## config.mk

```make
export PLATFORM = sky130hd
export DESIGN_NAME = bnk_sched
export DESIGN_NICKNAME = d
export VERILOG_FILES = /design/src/rtl/bnk_sched.sv
export SDC_FILE = /design/constraint.sdc
export NUM_CORES = 1
export LEC_CHECK = 0
export ABC_AREA = 1
export CORE_ASPECT_RATIO = 1.5
export CORE_MARGIN = 10
export CORE_UTILIZATION = 25
export CTS_BUF_LIST = sky130_fd_sc_hd__clkbuf_8
export CTS_CLUSTER_DIAMETER = 150
export DETAILED_ROUTE_END_ITERATION = 10
export PLACE_DENSITY = 0.51
export SLEW_MARGIN = 25
export SYNTH_ARGS = -nofsm -noshare
export SYNTH_HDL_FRONTEND = slang
export SYNTH_SLANG_ARGS = --single-unit
```

## constraint.sdc

```tcl
create_clock -name clk -period 2.6 [get_ports clk]
set_input_delay 0.52 -clock clk [delete_from_list [all_inputs] [get_ports clk]]
set_output_delay 0.52 -clock clk [all_outputs]
set_load 0.02 [all_outputs]
```

## src/rtl/bnk_sched.sv

```systemverilog
// bnk_sched: shares one bank command bus between the CPU port and the line-fill port.
// Optional macro BNK_SCHED_STATS_EN adds a saturating CPU stall counter output.
//
// Ports:
//   clk, rst_n                    clock, async active-low reset
//   cpu_req/we/addr/be/wdata      CPU single-word access request
//   cpu_gnt                       comb grant, transfer on cpu_req & cpu_gnt
//   fill_req/fill_addr            line-fill burst request, base word address
//   fill_gnt                      comb grant, burst accepted on fill_req & fill_gnt
//   fill_valid/fill_wdata         fill beat stream
//   fill_ready                    comb, beat consumed on fill_valid & fill_ready
//   fill_done                     registered pulse with the last beat on the bus
//   bank_sel/we/row/be/wdata      registered bank command bus
//   stall_cnt                     (BNK_SCHED_STATS_EN only) CPU stall cycles, saturating
//   busy                          registered, high while a fill burst is active
module bnk_sched #(
    parameter int NBANKS     = 4,
    parameter int AW         = 16,
    parameter int DW         = 32,
    parameter int FILL_BEATS = 4
) (
    input  logic                          clk,
    input  logic                          rst_n,
    input  logic                          cpu_req,
    input  logic                          cpu_we,
    input  logic [AW-1:0]                 cpu_addr,
    input  logic [3:0]                    cpu_be,
    input  logic [DW-1:0]                 cpu_wdata,
    output logic                          cpu_gnt,
    input  logic                          fill_req,
    input  logic [AW-1:0]                 fill_addr,
    output logic                          fill_gnt,
    input  logic                          fill_valid,
    input  logic [DW-1:0]                 fill_wdata,
    output logic                          fill_ready,
    output logic                          fill_done,
    output logic [NBANKS-1:0]             bank_sel,
    output logic                          bank_we,
    output logic [AW-$clog2(NBANKS)-1:0]  bank_row,
    output logic [3:0]                    bank_be,
    output logic [DW-1:0]                 bank_wdata,
`ifdef BNK_SCHED_STATS_EN
    output logic [15:0]                   stall_cnt,
`endif
    output logic                          busy
);

    localparam int BW  = $clog2(NBANKS);
    localparam int FBW = $clog2(FILL_BEATS);
    localparam int CW  = (FBW < 1) ? 1 : FBW;

    typedef enum logic {
        IDLE = 1'b0,
        FILL = 1'b1
    } state_t;

    state_t          state;
    state_t          state_nxt;

    // 1: a contested IDLE cycle grants fill, 0: grants CPU
    logic            rr_fill;
    logic [CW-1:0]   cnt;
    logic [AW-1:0]   base;

    logic            contest;
    logic            cpu_xfer;
    logic            fill_acc;
    logic            beat;
    logic            last_beat;
    logic [AW-1:0]   beat_addr;

    function automatic logic [NBANKS-1:0] onehot(input logic [BW-1:0] idx);
        logic [NBANKS-1:0] v;
        v      = '0;
        v[idx] = 1'b1;
        return v;
    endfunction

    assign contest   = (state == IDLE) & cpu_req & fill_req;
    assign cpu_xfer  = cpu_req & cpu_gnt;
    assign fill_acc  = fill_req & fill_gnt;
    assign beat      = fill_valid & fill_ready;
    assign last_beat = (cnt == CW'(FILL_BEATS - 1));
    // Base is line aligned, so OR-ing the beat index walks the banks in order
    assign beat_addr = base | AW'(cnt);

    // State register
    always_ff @(posedge clk or negedge rst_n) begin
        if (!rst_n) begin
            state <= IDLE;
        end else begin
            state <= state_nxt;
        end
    end

    // Next-state logic
    always_comb begin
        state_nxt = state;
        unique case (state)
            IDLE: begin
                if (fill_acc) begin
                    state_nxt = FILL;
                end
            end
            FILL: begin
                if (beat && last_beat) begin
                    state_nxt = IDLE;
                end
            end
            default: state_nxt = IDLE;
        endcase
    end

    // Handshake outputs
    always_comb begin
        cpu_gnt    = 1'b0;
        fill_gnt   = 1'b0;
        fill_ready = 1'b0;
        unique case (state)
            IDLE: begin
                cpu_gnt  = cpu_req & (~fill_req | ~rr_fill);
                fill_gnt = fill_req & (~cpu_req | rr_fill);
            end
            FILL: begin
                fill_ready = 1'b1;
            end
            default: begin
                cpu_gnt = 1'b0;
            end
        endcase
    end

    // Arbitration pointer and burst bookkeeping
    always_ff @(posedge clk or negedge rst_n) begin
        if (!rst_n) begin
            rr_fill <= 1'b1;
            cnt     <= '0;
            base    <= '0;
        end else begin
            if (contest) begin
                rr_fill <= ~rr_fill;
            end
            if (fill_acc) begin
                base <= fill_addr & ~AW'(FILL_BEATS - 1);
                cnt  <= '0;
            end else if (beat) begin
                cnt <= cnt + 1'b1;
            end
        end
    end

    // Bank command bus; row and data hold between transfers
    always_ff @(posedge clk or negedge rst_n) begin
        if (!rst_n) begin
            bank_sel   <= '0;
            bank_we    <= 1'b0;
            bank_row   <= '0;
            bank_be    <= 4'h0;
            bank_wdata <= '0;
            fill_done  <= 1'b0;
            busy       <= 1'b0;
        end else begin
            bank_sel  <= '0;
            bank_we   <= 1'b0;
            bank_be   <= 4'h0;
            fill_done <= 1'b0;
            busy      <= (state_nxt == FILL);
            if (cpu_xfer) begin
                bank_sel   <= onehot(cpu_addr[BW-1:0]);
                bank_row   <= cpu_addr[AW-1:BW];
                bank_we    <= cpu_we;
                bank_be    <= cpu_we ? cpu_be : 4'h0;
                bank_wdata <= cpu_wdata;
            end else if (beat) begin
                bank_sel   <= onehot(beat_addr[BW-1:0]);
                bank_row   <= beat_addr[AW-1:BW];
                bank_we    <= 1'b1;
                bank_be    <= 4'hF;
                bank_wdata <= fill_wdata;
                fill_done  <= last_beat;
            end
        end
    end

`ifdef BNK_SCHED_STATS_EN
    always_ff @(posedge clk or negedge rst_n) begin
        if (!rst_n) begin
            stall_cnt <= '0;
        end else if (cpu_req && !cpu_gnt && stall_cnt != 16'hFFFF) begin
            stall_cnt <= stall_cnt + 16'd1;
        end
    end
`endif

endmodule

```

==> results of run 1 <==
## power groups by stage
stage               clock (uW)  sequential, uW  combinational (uW)
CTS                       1070            1950                2720
global route              1120            2020                2890
finish                    1020            1950                2650
floorplan                    0            2430                 920
global placement             0            1960                2680
detailed placement           0            1980                2710
## registers in the layout, summed over array words and instances, names as in the netlist
register,flops
bank_row,14
bank_wdata,32
busy,1
bank_we,1
fill_done,1
cnt,2
bank_be,4
base,14
bank_sel,4
rr_fill,1
## layout by cell type, fill, tap and decap left out
master,Yosys,routed
clkbuf_8,0,9
o21ai_0,8,8
nor2_4,0,1
ha_1,4,4
dfrtp_1,73,73
clkinvlp_4,0,2
o22ai_1,2,2
nand3_1,140,140
inv_2,1,1
dfstp_2,1,1
inv_1,10,10
inv_6,0,2
clkinv_4,0,1
nor2_1,3,3
nand2_1,108,106
bufinv_16,0,2
buf_6,5,1
clkinv_1,1,1
nand2_2,1,3
nand3_2,1,1
buf_4,7,10
clkdlybuf4s50_1,0,162
## worst max-delay path, cell delays in order
cell and delay [ns]:
clkdlybuf4s50_1 0.52, inv_1 0.05, nor2_1 0.11, nand2_2 0.09, inv_2 0.07, clkdlybuf4s50_1 0.60
## routing by layer
layer	track usage [%]	vias up	wire length, um
li1	-	1585	-
met1	15.4	1594	5010
met2	22.8	117	6480
met3	3.71	13	818
met4	4.74	0	230
met5	0	-	0
## through the flow
stage | instances | cell area, sq um
finish | 702 | 5280
global route | 702 | 5280
CTS | 702 | 5280
detailed placement | 686 | 5050
global placement | 686 | 5050
floorplan | 384 | 3340
## worst min path at each step
| stage | start | end | slack, ns | cells after the start |
|---|---|---|---|---|
| 4_1_cts | rst_n | base[14] | 0.35 | 1 |
| 3_3_place_gp | base[8] | base[8] | 0.46 | 2 |
| 6_report | rst_n | bank_row[12] | 0.18 | 1 |
| 5_1_grt | rst_n | bank_row[12] | 0.24 | 1 |
| 2_1_floorplan | rst_n | bank_be[0] | 0.22 | 0 |
| 3_5_place_dp | base[8] | base[8] | 0.46 | 2 |
## logic make-up (layout without fill, tap and decap cells)
family | count (synthesis) | count (layout) | share of synthesized area (%)
fa+ha+maj | 4 | 4 | 1.50
simple gates | 254 | 254 | 34.1
flops | 74 | 74 | 55.5
buf+inv | 42 | 201 | 7.31
compound gates | 10 | 10 | 1.57
## area by class of cell
cell class,instances,area (sq um)
clock buffers,9,124
clock inverters,7,101
well taps,159,199
inverters,12,45.0
flip-flops and latches,74,1850
fillers,1377,7730
multi-input cells,268,1250
repair buffers,173,1710
==> summary.txt, run 1 <==
Timing
  • Final period util: approximately 96%
  • RSZ-0062 raised after global routing: no
  • Fin. Hold Viols: 0
  • Worst Skew: between 0.009 and 0.01 ns
  • Final min period: around 2.5 ns
  • Max Freq: between 400 and 500 MHz
  • Hold Slack: about 0.18 ns
  • Slew @ Worst Pin: 0.705 ns
  • Max-Slew Margin vs Limit: ~53%
  • Setup Viol. Count Final: 0
  • Max Slew Vio Count: 0
  • Setup TNS: 0 ns
  • Final worst slack: approximately 0.12 ns

Layout
  • Share of cells above drive strength 1: roughly 6.3%
  • Nets: between 600 and 700
  • Area Growth Syn to Fin: 58.2%
  • ANT cells: 0
  • Post-layout util: between 40% and 50%

Clocking
  • CTS sink cnt: 74
  • Worst-case clock buffer depth: 2
  • Hold Buf Count CTS: 0
  • Worst-path clk slew: roughly 0.090 ns
  • CTS H-tree depth: 3
  • # resized after CTS: 0
  • Cts bufs inserted: 9
  • Root buf cell: clkbuf_8
  • Setup repair bufs after CTS: 0
  • Skew-Pair Late Insertion Delay: 0.36 ns
  • CTS tree: built

Setup path
  • Startpoint Class: primary input
  • Crit path from: fill_req
  • Crit. End Element: output pin
  • Worst reg2reg path depth: 5
  • Setup CP Type: primary input to output pin
  • Reg-to-reg slack, setup: slightly below 1 ns
  • CP endpoint: fill_gnt
  • Worst-path maximum fanout: 3
  • Reg2reg end: bank_wdata[29]
  • RR Startpoint: busy
  • Crit path DAT: approximately 2 ns
  • CP Data Required Time: 2.08 ns

GRT
  • Antenna violations before repair: 0
  • First-pass GRT wire length: roughly 20000 um
  • Largest net degree at the start of global routing: 75
  • Total GRT Usage: approximately an eighth
  • Aggregate global routing overflow: 0
  • Vias in the first global route: around 3400

Logic synthesis
  • Syn Nets: roughly 490
  • Register bit total from synthesis: between 70 and 80
  • Most numerous cell in the Yosys netlist: nand3_1
  • Synth Cell Area: approximately 0.0033 sq mm
  • Synth area leaders: dfrtp_1, nand3_1, nand2_1, buf_2, buf_6
  • Post-synth top cells: nand3_1, nand2_1, dfrtp_1
  • Largest area contributor in the netlist: dfrtp_1
  • Number of synthesized flops with an enable pin: 0
  • Yosys warning count: 0
  • Sequential share of the synthesized area: 55.5%
  • Mapped Cells: 384
  • Synth top area share: 54.7%
  • Ys async rst share: 100%
  • Main flop type after synthesis: dfrtp_1
  • Syn Area/Cell: roughly 8.7 sq um
  • Yosys cell types: 17

Pwr
  • Max VDD drop: 0.418 mV
  • Overall Power: between 5000 and 6000 uW
  • Cell Int Power: roughly 3400 uW
  • Logic pwr share: 47.1%
  • Share of power burned in registers: a little over a third
  • NetSw: approximately 2200 uW
  • Leakage power: 0.00237 uW
  • Clk pwr share: a little under a fifth
  • Switching Fraction: between 30 and 40%
  • Power Density: between 1000 and 1500 mW/mm^2

Drt
  • Overall routed net length: between 10000 and 15000 um
  • Via count: ~3300
  • DR pass1 iterations: 4
  • Drt via density: about 4.7
  • Residual DRC: 0
  • Final ANT Viol Nets: 0
  • DR iter-0 viols: around 190
  • Drt wl/cell: between 15 and 20 um

Run
  • Maxcap violations: 0

Place
  • DP HPWL: slightly below 9000 um
  • Buffers added on ports: 163
  • Dpl ws: slightly below 0.1 ns
  • GPL Wtd Cong: approximately 0.73

Hold path
  • Hold Crit Class: primary input to async pin

Floorplanning
  • Die span in y: 162 um
  • Row count: between 50 and 60
  • I/O pins: 166
  • Initial core utilization: 25.7%
  • CORE AREA: 0.0130 sq mm
  • Die area: about 0.018 sq mm
  • Chip width: about 110 um

Outcome
  • Status: completed
Power figures use the tool's default switching activity.
==> run 2, diff against run 1 <==
--- a/config.mk
+++ b/config.mk
@@ -8,11 +8,12 @@
 export ABC_AREA = 1
 export CORE_ASPECT_RATIO = 1.5
 export CORE_MARGIN = 10
-export CORE_UTILIZATION = 25
+export CORE_UTILIZATION = 45
 export CTS_BUF_LIST = sky130_fd_sc_hd__clkbuf_8
 export CTS_CLUSTER_DIAMETER = 150
 export DETAILED_ROUTE_END_ITERATION = 10
-export PLACE_DENSITY = 0.51
+export HOLD_SLACK_MARGIN = 0.05
+export PLACE_DENSITY = 0.85
 export SLEW_MARGIN = 25
 export SYNTH_ARGS = -nofsm -noshare
 export SYNTH_HDL_FRONTEND = slang
==> run 2 against run 1 <==
  * Final area shrank 2.1%
  * Utilization grew 31 points
  * Clock skew shrank 0.0011 ns
  * Clock-buffer cell count grew 2
  * First-iteration DRC count shrank 16%
  * Combinational power is essentially flat
  * Critical endpoint unchanged
  * Sequential power is essentially flat
  * Critical path depth is the same
  * Fmax grew 1.1%
==> summary.txt, run 2 (synthesized netlist as in run 1, its figures left out) <==
GRT
  • Largest net degree at the start of global routing: 75
  • Vias in the first global route: 3248
  • Busiest metal layer after global routing: met2
  • First-pass GRT wire length: between 15000 and 20000 um
  • Aggregate global routing overflow: 0
  • Total GRT Usage: 19.6%
  • Antenna violations before repair: 0
  • GR met1 Demand/Resource: 21.1%
  • GR Util met3: 4.43%
  • Met2 Use GR: between 30% and 40%

Layout
  • Most frequent cells in the layout: clkdlybuf4s50_1, nand3_1, nand2_1
  • Commonest non-fill, non-tap cell in the layout: clkdlybuf4s50_1
  • Share of cells above drive strength 1: around 5.2%
  • Largest register by flop count: bank_wdata
  • Biggest regs: bank_wdata: 32 flops, bank_row: 14 flops, base: 14 flops
  • Max FFs per register: 32
  • Area Growth Syn to Fin: 54.9%
  • ANT cells: 0
  • # fillers: about 590
  • Nets: between 600 and 700

Setup path
  • Startpoint Class: primary input
  • Crit path from: fill_req
  • CP Cell Sequence: clkdlybuf4s50_1, inv_1, nor2_1, nand2_2, inv_2, clkdlybuf4s50_1
  • Slowest Stage Delay on Critical Path: roughly 0.6 ns
  • Crit. End Element: output pin
  • Reg-to-reg slack, setup: approximately 0.87 ns
  • Worst reg2reg path depth: 5
  • Crit path DAT: 1.94 ns
  • Worst-path maximum fanout: 3
  • RR Startpoint: busy
  • Reg2reg end: bank_sel[0]
  • Crit-path slowest cell: clkdlybuf4s50_1
  • CP Data Required Time: 2.08 ns
  • Setup CP Type: primary input to output pin
  • CP bufs+invs: 4
  • CP most frequent cell: clkdlybuf4s50_1
  • Family with the most delay on the worst path: buffers and inverters

Drt
  • Drt wl/cell: ~18 um
  • Residual DRC: 0
  • DR iter-0 viols: about 160
  • DR pass1 iterations: 4
  • Overall routed net length: approximately 11000 um
  • Drt via density: 5.16
  • Via count: roughly 3300
  • Final ANT Viol Nets: 0

Clocking
  • Cts bufs inserted: 9
  • CTS sink cnt: 74
  • Hold Buf Count CTS: 0
  • Setup repair bufs after CTS: 0
  • Worst-path clk slew: 0.07 ns
  • # resized after CTS: 0
  • Skew-Pair Late Insertion Delay: ~0.35 ns
  • Worst-case clock buffer depth: 2
  • CTS tree: built
  • Root buf cell: clkbuf_8
  • CTS H-tree depth: 3

Pwr
  • Leakage power: between 0.002 and 0.0025 uW
  • Max VDD drop: around 0.53 mV
  • Power Density: between 1000 and 1500 mW/mm^2
  • Overall Power: approximately 5500 uW

Floorplanning
  • Row count: 38
  • Die area: 0.0113 sq mm
  • Initial core utilization: 46.2%
  • Die span in y: 126 um
  • Chip width: roughly 90 um
  • I/O pins: 166
  • CORE AREA: between 0.007 and 0.008 sq mm

Place
  • DP HPWL: just over 8000 um
  • Buffers added on ports: ~160
  • GPL Wtd Cong: 0.783

Hold path
  • Hold Crit Class: primary input to async pin

Timing
  • Setup Viol. Count Final: 0
  • Max-Slew Margin vs Limit: a little under two fifths
  • Max Freq: between 400 and 500 MHz
  • Slew @ Worst Pin: a little over 0.9 ns
  • Max Slew Vio Count: 0
  • Fin. Hold Viols: 0
  • Worst Skew: roughly 0.0084 ns
  • Setup TNS: 0 ns
  • Final min period: ~2.5 ns
  • Final period util: a little over nine tenths
  • RSZ-0062 raised after global routing: no

Outcome
  • Status: completed

Run
  • Maxcap violations: 0
[run 2: final cells by class]
cell class	count	area [sq um]	area share, %
Timing Repair Buffer	171	1700	32.9
Clock buffer	11	151	2.93
Inverter	12	45.0	0.871
Sequential cell	74	1850	35.8
Clock inverter	5	46.3	0.895
Multi-Input combinational cell	268	1250	24.2
Tap cell	100	125	2.42
[run 2: how the worst max path moves through the flow]
stage               endpoint  slack (ns)  cells after the start
CTS                 fill_gnt        0.13                      6
finish              fill_gnt        0.14                      6
global route        fill_gnt        0.09                      6
floorplan           fill_gnt        1.08                      5
detailed placement  fill_gnt        0.14                      6
global placement    fill_gnt        0.13                      6
[run 2: where the power goes]
group	total, uW	internal [uW]	switching [uW]
Clock	897	484	413
Combinational	2640	1180	1460
Sequential	1950	1670	283
Total	5480	3330	2150
[run 2: worst register-to-register path, cell delays in order, from the launching register on]
cell	delay, ns
dfrtp_1	0.47
nand2_2	0.11
clkinv_1	0.47
buf_12	0.38
nand2_1	0.09
o21ai_0	0.07
[run 2: through the flow]
step / instances / instance area (sq um) / worst slack [ns] / hold slack (ns) / util, %
detailed placement: 625 / 4970 / 0.136 / 0.465 / 68.8
floorplan: 384 / 3340 / 1.08 / 0.224 / -
finish: 641 / 5170 / 0.144 / 0.300 / 71.6
global route: 641 / 5170 / 0.0949 / 0.367 / 71.6
global placement: 625 / 4970 / 0.127 / 0.462 / 68.8
CTS: 641 / 5170 / 0.130 / 0.330 / 71.6
[run 2: layer usage]
layer	share of wire [%]	wire length [um]
met1	37	4230
met2	53	5970
met3	6.5	736
met5	0	0
met4	3.3	374
